### config.mk
export PLATFORM = sky130hd
export DESIGN_NAME = fir_mac_seq
export DESIGN_NICKNAME = d
export VERILOG_FILES = /design/src/rtl/fir_mac_seq.sv
export SDC_FILE = /design/constraint.sdc
export NUM_CORES = 1
export LEC_CHECK = 0
export ABC_AREA = 1
export BUFFER_PORTS_ARGS = -buffer_cell sky130_fd_sc_hd__buf_2
export CAP_MARGIN = 20
export CELL_PAD_IN_SITES_DETAIL_PLACEMENT = 1
export CELL_PAD_IN_SITES_GLOBAL_PLACEMENT = 1
export CORE_MARGIN = 5
export CORE_UTILIZATION = 53
export DETAILED_ROUTE_END_ITERATION = 10
export HOLD_SLACK_MARGIN = 0.02
export PLACE_DENSITY_LB_ADDON = 0.1
export SLEW_MARGIN = 25
export SYNTH_ARGS = -nofsm -noshare
export SYNTH_HDL_FRONTEND = slang
export SYNTH_SLANG_ARGS = --single-unit
### constraint.sdc
create_clock -name clk_i -period 13.7 [get_ports clk_i]
set_input_delay 2.055 -clock clk_i [delete_from_list [all_inputs] [get_ports clk_i]]
set_output_delay 2.055 -clock clk_i [all_outputs]
set_load 0.01 [all_outputs]
### src/rtl/fir_mac_seq.sv
// Time-multiplexed FIR filter: y[n] = sum_k h[k]*x[n-k], computed with one
// signed multiplier and one accumulator over NTAPS cycles per input sample.
// result_o / result_valid_o feed a downstream enable-gated holding register.
module fir_mac_seq #(
    parameter  int DATA_WIDTH = 16,
    parameter  int COEF_WIDTH = 16,
    parameter  int NTAPS      = 8,
    localparam int AW         = $clog2(NTAPS),
    localparam int OUT_W      = DATA_WIDTH + COEF_WIDTH + AW
) (
    input  logic                  clk_i,
    input  logic                  rst_i,
    input  logic                  sample_valid_i,
    input  logic [DATA_WIDTH-1:0] sample_i,
    input  logic                  coef_we_i,
    input  logic [AW-1:0]         coef_addr_i,
    input  logic [COEF_WIDTH-1:0] coef_i,
    output logic                  busy_o,
    output logic [OUT_W-1:0]      result_o,
    output logic                  result_valid_o,
    output logic                  overrun_o
);

    localparam int PW = DATA_WIDTH + COEF_WIDTH;
    localparam logic [AW-1:0] LAST_IDX = AW'(NTAPS - 1);

    typedef enum logic [0:0] {
        ST_IDLE = 1'b0,
        ST_MAC  = 1'b1
    } state_t;

    state_t state_q, state_d;

    logic signed [DATA_WIDTH-1:0] x_q [NTAPS];
    logic signed [DATA_WIDTH-1:0] x_d [NTAPS];
    logic signed [COEF_WIDTH-1:0] h_q [NTAPS];
    logic signed [COEF_WIDTH-1:0] h_d [NTAPS];
    logic signed [OUT_W-1:0]      acc_q, acc_d;
    logic        [AW-1:0]         idx_q, idx_d;
    logic signed [OUT_W-1:0]      result_q, result_d;
    logic                         result_valid_q, result_valid_d;
    logic                         overrun_q, overrun_d;

    logic signed [PW-1:0]         prod_s;
    logic signed [OUT_W-1:0]      prod_ext_s;
    logic                         coef_in_range_s;

    // Single shared multiplier: full-precision signed product of the current tap,
    // sign-extended so the accumulator can never overflow.
    assign prod_s          = h_q[idx_q] * x_q[idx_q];
    assign prod_ext_s      = {{AW{prod_s[PW-1]}}, prod_s};
    assign coef_in_range_s = (int'(coef_addr_i) < NTAPS);

    assign busy_o         = (state_q == ST_MAC);
    assign result_o       = result_q;
    assign result_valid_o = result_valid_q;
    assign overrun_o      = overrun_q;

    // Next-state and datapath update: sample acceptance, MAC stepping, coefficient writes.
    always_comb begin
        state_d        = state_q;
        x_d            = x_q;
        h_d            = h_q;
        acc_d          = acc_q;
        idx_d          = idx_q;
        result_d       = result_q;
        result_valid_d = 1'b0;
        overrun_d      = overrun_q;

        // Coefficients may only change between computations; a write in the
        // same cycle as a new sample lands before the first MAC step uses it.
        if (coef_we_i && (state_q == ST_IDLE) && coef_in_range_s) begin
            h_d[coef_addr_i] = coef_i;
        end else begin
            h_d = h_q;
        end

        case (state_q)
            ST_IDLE: begin
                if (sample_valid_i) begin
                    x_d[0] = sample_i;
                    for (int k = 1; k < NTAPS; k++) begin
                        x_d[k] = x_q[k-1];
                    end
                    acc_d   = '0;
                    idx_d   = '0;
                    state_d = ST_MAC;
                end else begin
                    state_d = ST_IDLE;
                end
            end
            ST_MAC: begin
                // A sample arriving mid-computation is dropped and flagged.
                if (sample_valid_i) begin
                    overrun_d = 1'b1;
                end else begin
                    overrun_d = overrun_q;
                end
                acc_d = acc_q + prod_ext_s;
                if (idx_q == LAST_IDX) begin
                    result_d       = acc_q + prod_ext_s;
                    result_valid_d = 1'b1;
                    idx_d          = '0;
                    state_d        = ST_IDLE;
                end else begin
                    idx_d   = idx_q + AW'(1);
                    state_d = ST_MAC;
                end
            end
            default: begin
                state_d = ST_IDLE;
            end
        endcase
    end

    // FSM state register.
    always_ff @(posedge clk_i or negedge rst_i) begin
        if (!rst_i) begin
            state_q <= ST_IDLE;
        end else begin
            state_q <= state_d;
        end
    end

    // Datapath registers: delay line, coefficient bank, accumulator and outputs.
    always_ff @(posedge clk_i or negedge rst_i) begin
        if (!rst_i) begin
            for (int k = 0; k < NTAPS; k++) begin
                x_q[k] <= '0;
                h_q[k] <= '0;
            end
            acc_q          <= '0;
            idx_q          <= '0;
            result_q       <= '0;
            result_valid_q <= 1'b0;
            overrun_q      <= 1'b0;
        end else begin
            for (int k = 0; k < NTAPS; k++) begin
                x_q[k] <= x_d[k];
                h_q[k] <= h_d[k];
            end
            acc_q          <= acc_d;
            idx_q          <= idx_d;
            result_q       <= result_d;
            result_valid_q <= result_valid_d;
            overrun_q      <= overrun_d;
        end
    end

endmodule

==> run summary, run 1 <==
The flow ran to the end, and the final reports show no timing, DRC or antenna violations. The cell that appears most often on the critical path is sky130_fd_sc_hd__inv_1. The run gives 26500 um2 as the area of the mapped netlist.

The finished layout cell area came out at 28500 um2. For the number of synthesis warnings, the log shows 0. Measured along the y axis, the die boundary spans 234 um. Counting every net in the synthesized netlist gives 3630. The biggest area contributor in the post-synthesis netlist is sky130_fd_sc_hd__dfrtp_1. Derived from the worst setup path, the maximum achievable clock frequency is 112 MHz.

The detailed-route wire length was 77800 um. In the routed layout, each cell is associated on average with a via count of 5.50. Of the post-synthesis cell area, the dominant cell type holds 31.3%. After technology mapping, the gate count stands at 3175. Count of standard-cell rows: 82. Setup repair after global routing left no endpoint under its margin. Excluding fillers, the count of instances in the completed layout stands at 3881. Number of optimization iterations in the first detailed-route pass: 5. For the final database, setup skew stands at 30.3 ps. Worst slew slack as a fraction of its limit: 30.1%.

For the DRC marker count from the first detailed-route iteration, the log shows 1271. Yosys instantiated no cell more often than sky130_fd_sc_hd__nand2_1. A synthesized cell averages 8.35 um2.

The element type at the critical path end was a flop. The clock tree synthesis step divided the H-tree into 2 levels. The synthesized netlist contains 39 unique library cells. The total of buffers placed on input and output ports was 76. The hold violation total from the final report was 0. In the post-synthesis netlist, the biggest area contributors are sky130_fd_sc_hd__dfrtp_1 (31%), sky130_fd_sc_hd__fa_1 (23%), sky130_fd_sc_hd__nand2_1 (9.3%). After detailed routing, the average wire length per cell comes to 20.0 um.

For the final routed database, the setup TNS stands at 0 ps. The filler cells instantiated in the layout total 6117. The total global routing overflow came out at 0. Counting every sink on the clock net gives 332. The minimum clock period was 8930 ps; the number of antenna violations at the first check in global routing was 0. The later pin in the worst-skew pair is clocked with a latency of 600 ps.

Nature of the critical path startpoint: a flop. Counting the buffers created by CTS gives 41. For the count of pins on the block boundary, the log shows 77. The path class of the lowest-slack min-delay path was flop to flop. The starting density of the core was 53.2%; the width of the die was 234 um. The largest fanout on the critical path is 71.

The cell at the slowest stage of the critical path is sky130_fd_sc_hd__dfrtp_4. Entering global routing, the biggest net connects 123 pins. Number of setup buffers added after CTS: 0. Once detailed placement completed, the half-perimeter wirelength came to 56900 um. Die area: 54600 um2. Once placement finished, the instance area stood at 27200 um2.

The length in cells of the worst reg-to-reg path is 28. In the synthesized netlist the dominant register cell turns out to be sky130_fd_sc_hd__dfrtp_1. The number of slew-limit violations in the final report was 0.

Compared with the post-synthesis result, the final layout area differs by 7.65%. The final count of negative-setup-slack endpoints is 0, and the share of flip-flops with an asynchronous set or reset after synthesis is 100%. The CTS root buffer is sky130_fd_sc_hd__clkbuf_16. The count of flip-flops with a built-in enable after synthesis is 0, and the count of nets left with antenna violations after detail routing is 0. After layout, the worst path uses 65.1% of the clock period. The hold path depth is 1, and the stage delay of the slowest cell on the critical path is 740 ps.

Max-cap violations in this run came to 0. TritonCTS built the clock tree. The first global-routing pass estimated 127000 um of wire.

The global-route usage over all layers was 29.6%. In the synthesized netlist, the cells that appear most often are sky130_fd_sc_hd__nand2_1 (659), sky130_fd_sc_hd__inv_1 (576), sky130_fd_sc_hd__o21ai_0 (347). Sequential elements use 31.3% of the synthesized area. For the required time of the critical path, the log shows 14180 ps. For the maximum count of clock buffers along a single path, the log shows 3.

The fraction of layout instances using a drive strength above 1 was 7.63%; the placeable core region was 49900 um2. The number of diodes added for antenna fixing came out at 0. Final weighted congestion in routability-driven placement: 0.935.

Via count of the routed design: 21.4k. For the worst setup path, the data arrival time is 9400 ps. Count of state elements after synthesis: 332. The clock-pin slew reported for the worst setup and hold paths after clock tree synthesis came out at 60 ps.

The number of global-route vias before repair was 24.0k; the post-detailed-route DRC marker count was 0. The critical path in this run is classified as flop to flop. For the total of hold buffers inserted after clock tree synthesis, the log shows 0. At the pin with the least slew margin, the transition time is 1050 ps.

In this run, placement finished with an instance count of 3809. Cells fill 57.2% of the core in the end. The count of cells resized by post-cts repair was 0. Number of nets at the end of the flow: 3635.
[area by class of cell]
class,instances,area (um2),share of cell area (%)
multi-input cells,2101,15200,53.3
flip-flops and latches,332,8310,29.1
inverters,607,2280,8.00
clock buffers,57,1160,4.05
well taps,672,841,2.95
repair buffers,97,567,1.99
clock inverters,15,168,0.588
[cells by family (layout without fill, tap and decap cells)]
logic type / count (synthesis) / after routing / share of synthesized area (%)
flops: 332 / 332 / 31.3
xor+xnor: 12 / 12 / 0.397
compound gates: 598 / 598 / 12.3
fa+ha+maj: 416 / 416 / 28.4
mux: 6 / 6 / 0.255
buf+inv: 742 / 776 / 11.4
simple gates: 1069 / 1069 / 15.9
[worst paths after layout]
kind	end	startpoint	slack, ps
max in group asynchronous	result_o[30]	rst_i	10870
setup reg to reg	acc_q[24]	idx_q[0]	4770
hold reg to reg	overrun_o	overrun_o	460
setup / recovery	acc_q[24]	idx_q[0]	4770
hold / removal	overrun_o	overrun_o	460
min in group asynchronous	x_q[78]	rst_i	1560
[sequential cells by signal (all words and copies together) (netlist names)]
name and count:
h_q 128, x_q 128, acc_q 35, result_o 35, idx_q 3, busy_o 1
overrun_o 1, result_valid_o 1
[metrics by stage]
stage	worst slack, ps	hold slack [ps]
final	4770	458
after global routing	4360	488
after CTS	4630	457
after detailed placement	4650	443
after global placement	4730	439
after floorplan	7440	448
[worst max-delay path, delay by kind of cell, from the launching register on]
family | cells | cell delay, ps
AND/OR/NAND/NOR | 10 | 1910
AO/OA/AOI/OAI | 2 | 760
flip-flops | 1 | 740
adder cells (fa/ha/maj) | 7 | 3330
buffers and inverters | 9 | 1930
[cells in the final DEF, fill, tap and decap left out, drive strengths merged, types with 6 or more instances in the layout]
cell,n
inv,608
nand3b,10
buf,97
mux2,6
ha,106
a21oi,152
o22ai,15
nand3,72
nand2,661
o21bai,7
dfrtp,332
o21ai,413
fa,310
xnor2,10
nand4,9
clkinv,11
nor2,300
clkbuf,57
[metal layers]
metal,up-vias,GRT usage [%],routed length [um]
li1,9729,-,-
met1,11052,37.5,31700
met2,431,51.8,39500
met3,143,5.19,3850
met4,0,9.52,2710
met5,-,0,0
Power of run 1 is not shown: default switching activity piles up to over one toggle a cycle in this logic, so the estimate is an artifact.
==> inputs of run 2 (changes only) <==
--- a/config.mk
+++ b/config.mk
@@ -11,7 +11,7 @@
 export CELL_PAD_IN_SITES_DETAIL_PLACEMENT = 1
 export CELL_PAD_IN_SITES_GLOBAL_PLACEMENT = 1
 export CORE_MARGIN = 5
-export CORE_UTILIZATION = 53
+export CORE_UTILIZATION = 44
 export DETAILED_ROUTE_END_ITERATION = 10
 export HOLD_SLACK_MARGIN = 0.02
 export PLACE_DENSITY_LB_ADDON = 0.1
==> constraint.sdc (replaced) <==
create_clock -name clk_i -period 7.6 [get_ports clk_i]
set_input_delay 1.14 -clock clk_i [delete_from_list [all_inputs] [get_ports clk_i]]
set_output_delay 1.14 -clock clk_i [all_outputs]
set_load 0.01 [all_outputs]
==> run 2 against run 1 <==
Net effect:
- hold slack lost 40 ps
- clock skew grew 7.1 ps
- worst setup slack lost 4400 ps
- first-iteration DRC count shrank 14%
- core utilization shrank 8.7 points
- via count shrank 1.4%
- design area grew 2.1%
- critical path depth shrank 1
- die area grew 20%
- critical endpoint is now acc_q[27]
- largest cell class unchanged
- highest routed layer unchanged
==> run summary, run 2 (synthesized netlist as in run 1, its figures left out) <==
STA classifies the critical path endpoint as a flop. The post-detailed-route wirelength per cell is 19.3 um (-3.5%), and the worst slew slack as a fraction of its limit is 33.5% (+3.5 points). The path class of the lowest-slack min-delay path is input port to asynchronous set/reset pin. The largest fanout on the critical path was 31 (-56%). Worst slack at placement: 143 ps (-4500 ps). The run gives 44.2% (-9.0 points) as the starting density of the core. For the number of antenna violations at the first check in global routing, the log shows 1 (+1). The per-cell via count in the routed design was 5.24 (-4.8%). In the layout the commonest cells are sky130_fd_sc_hd__nand2_1 (653), sky130_fd_sc_hd__inv_1 (576), sky130_fd_sc_hd__o21ai_0 (346), sky130_fd_sc_hd__dfrtp_1 (330), sky130_fd_sc_hd__fa_1 (309). The width of the die came out at 255 um (+9.3%). The final count of negative-setup-slack endpoints was 0 (unchanged); the final weighted congestion in routability-driven placement was 0.942 (+0.78%). The stage delay of the slowest cell on the critical path is 550 ps (-190 ps). The count of nets left with antenna violations after detail routing is 0 (unchanged), and the fraction of layout instances using a drive strength above 1 is 8.58% (+0.95 points). The logs give 0 (unchanged) for the total global routing overflow and 419 ps (-39.6 ps) for the post-route worst hold slack.

Number of global-route vias before repair: 23.6k (-1.7%). The tools report the detailed placement HPWL as 58800 um (+3.3%). The share of the core filled with cells in the final layout came out at 48.5% (-8.7 points). Required time of the critical path: 8080 ps (-6100 ps). The worst setup path is of the flop to flop kind. For this design, the slowest cell found on the critical path is sky130_fd_sc_hd__dfrtp_4. Total of buffers placed on input and output ports: 76 (unchanged). Worst clock skew: 37.4 ps (+7.09 ps). The total of max-cap violations is 0 (unchanged), and the detailed-route wire length is 77700 um (about the same). The measured slew at the worst slew-check pin is 997 ps (-51.8 ps), and the count of pins on the block boundary is 77 (unchanged). The number of slew-limit violations in the final report was 0 (unchanged); the part of the cycle the worst path needs was 95.4% (+30 points). The length in cells of the worst reg-to-reg path was 27 (-3.6%).

Maximum achievable frequency: 138 MHz (+23%). For the largest net degree at the start of global routing, the log shows 139 (+13%). The clock-pin slew reported for the worst setup and hold paths after clock tree synthesis is 60 ps (about the same), and the DRC marker count from the first detailed-route iteration is 1099 (-14%).

The critical path starts at idx_q[0]. The die area was 65200 um2 (+20%); the hold violation total from the final report was 0 (unchanged). The depth of the CTS H-tree came out at 2 (unchanged). The run gives 60000 um2 (+20%) as the placeable core region. CTS root buffer: sky130_fd_sc_hd__clkbuf_16. The run gives 3941 (+3.5%) as the number of instances in the placed design.

TritonCTS built the clock tree. For the register-to-register path setup slack, the log shows 350 ps (-4420 ps). In this run the critical register-to-register path is launched from idx_q[0]. The largest registers in the layout are h_q x128, x_q x128.

The tools report the count of standard-cell rows as 90 (+9.8%). The flow ran to the end, and the final reports show no timing, DRC or antenna violations. Least setup slack across all paths after layout: 353 ps (-4420 ps).

Non-filler instance count after layout: 4021 (+3.6%). In this run the critical register-to-register path is captured at acc_q[27]. The number of optimization iterations in the first detailed-route pass was 5 (unchanged).

Die span in y: 255 um (+9.3%). The layout overhead on the synthesized area is 9.88%, and the wire length of the first global-routing pass is 128000 um (+0.78%). The run gives 15200 um2 (+0.26%) as the footprint of the multi-input gates.

The nature of the critical path startpoint was a flop. The via count of the routed design was 21.1k (-1.4%). The minimum clock period is 7250 ps (-1680 ps), and the maximum count of clock buffers along a single path is 3 (unchanged).

The run gives 41 (unchanged) as the number of buffers created by CTS. The post-detailed-route DRC marker count was 0 (unchanged); the number of fillers in the final layout was 7194 (+18%). Most common cell after layout, fill and taps aside: sky130_fd_sc_hd__nand2_1.

Sequential standard cell area: 8310 um2 (unchanged). The number of diodes added for antenna fixing came out at 0 (unchanged). Setup repair after global routing could not meet its margin everywhere.

Number of sinks driven by the clock tree: 332 (unchanged). The clock latency at the later pin of the worst-skew pair was 600 ps (about the same); the number of nets at the end of the flow was 3665 (+0.83%). Worst endpoint data arrival time: 7730 ps (-1670 ps).

Global-route usage over all layers: 24.4% (-5.2 points).
run 2: routing by layer:
layer	global-route usage [%]	wire length (um)
met1	32.0	33500
met2	42.6	38600
met4	6.81	2320
met3	3.35	3310
met5	0	0
run 2: layout make-up:
| type | count | area share (%) |
|---|---|---|
| clock buffer | 61 | 4.13 |
| clock inverter | 11 | 0.619 |
| inverter | 607 | 7.86 |
| multi-input combinational | 2101 | 52.3 |
| sequential | 332 | 28.5 |
| tap | 782 | 3.36 |
| timing repair buffer | 127 | 3.15 |
run 2: worst max path at each step:
stage,to
floorplan,acc_q[34]
global placement,result_o[32]
detailed placement,result_o[32]
CTS,result_o[22]
global route,result_o[33]
finish,acc_q[27]
run 2: through the flow:
stage	TNS (ps)	instance area [um2]
CTS	0	29000
floorplan	0	26500
finish	0	29100
global placement	0	27600
detailed placement	0	27600
global route	-11.6	29100
run 2: repair_timing:
action	CTS	global route
setup endpoints to repair	0	30
buffers inserted	0	7
hold buffers	0	0
gates resized for setup	0	14
run 2: critical path: cells and delay by family, from the launching register on:
kind            cells  cell delay (ps)
fa+ha+maj           7             3190
buf+inv             9             1240
compound gates      5             1400
flops               1              550
simple gates        6              760
Power of run 2 is left out for the same reason.
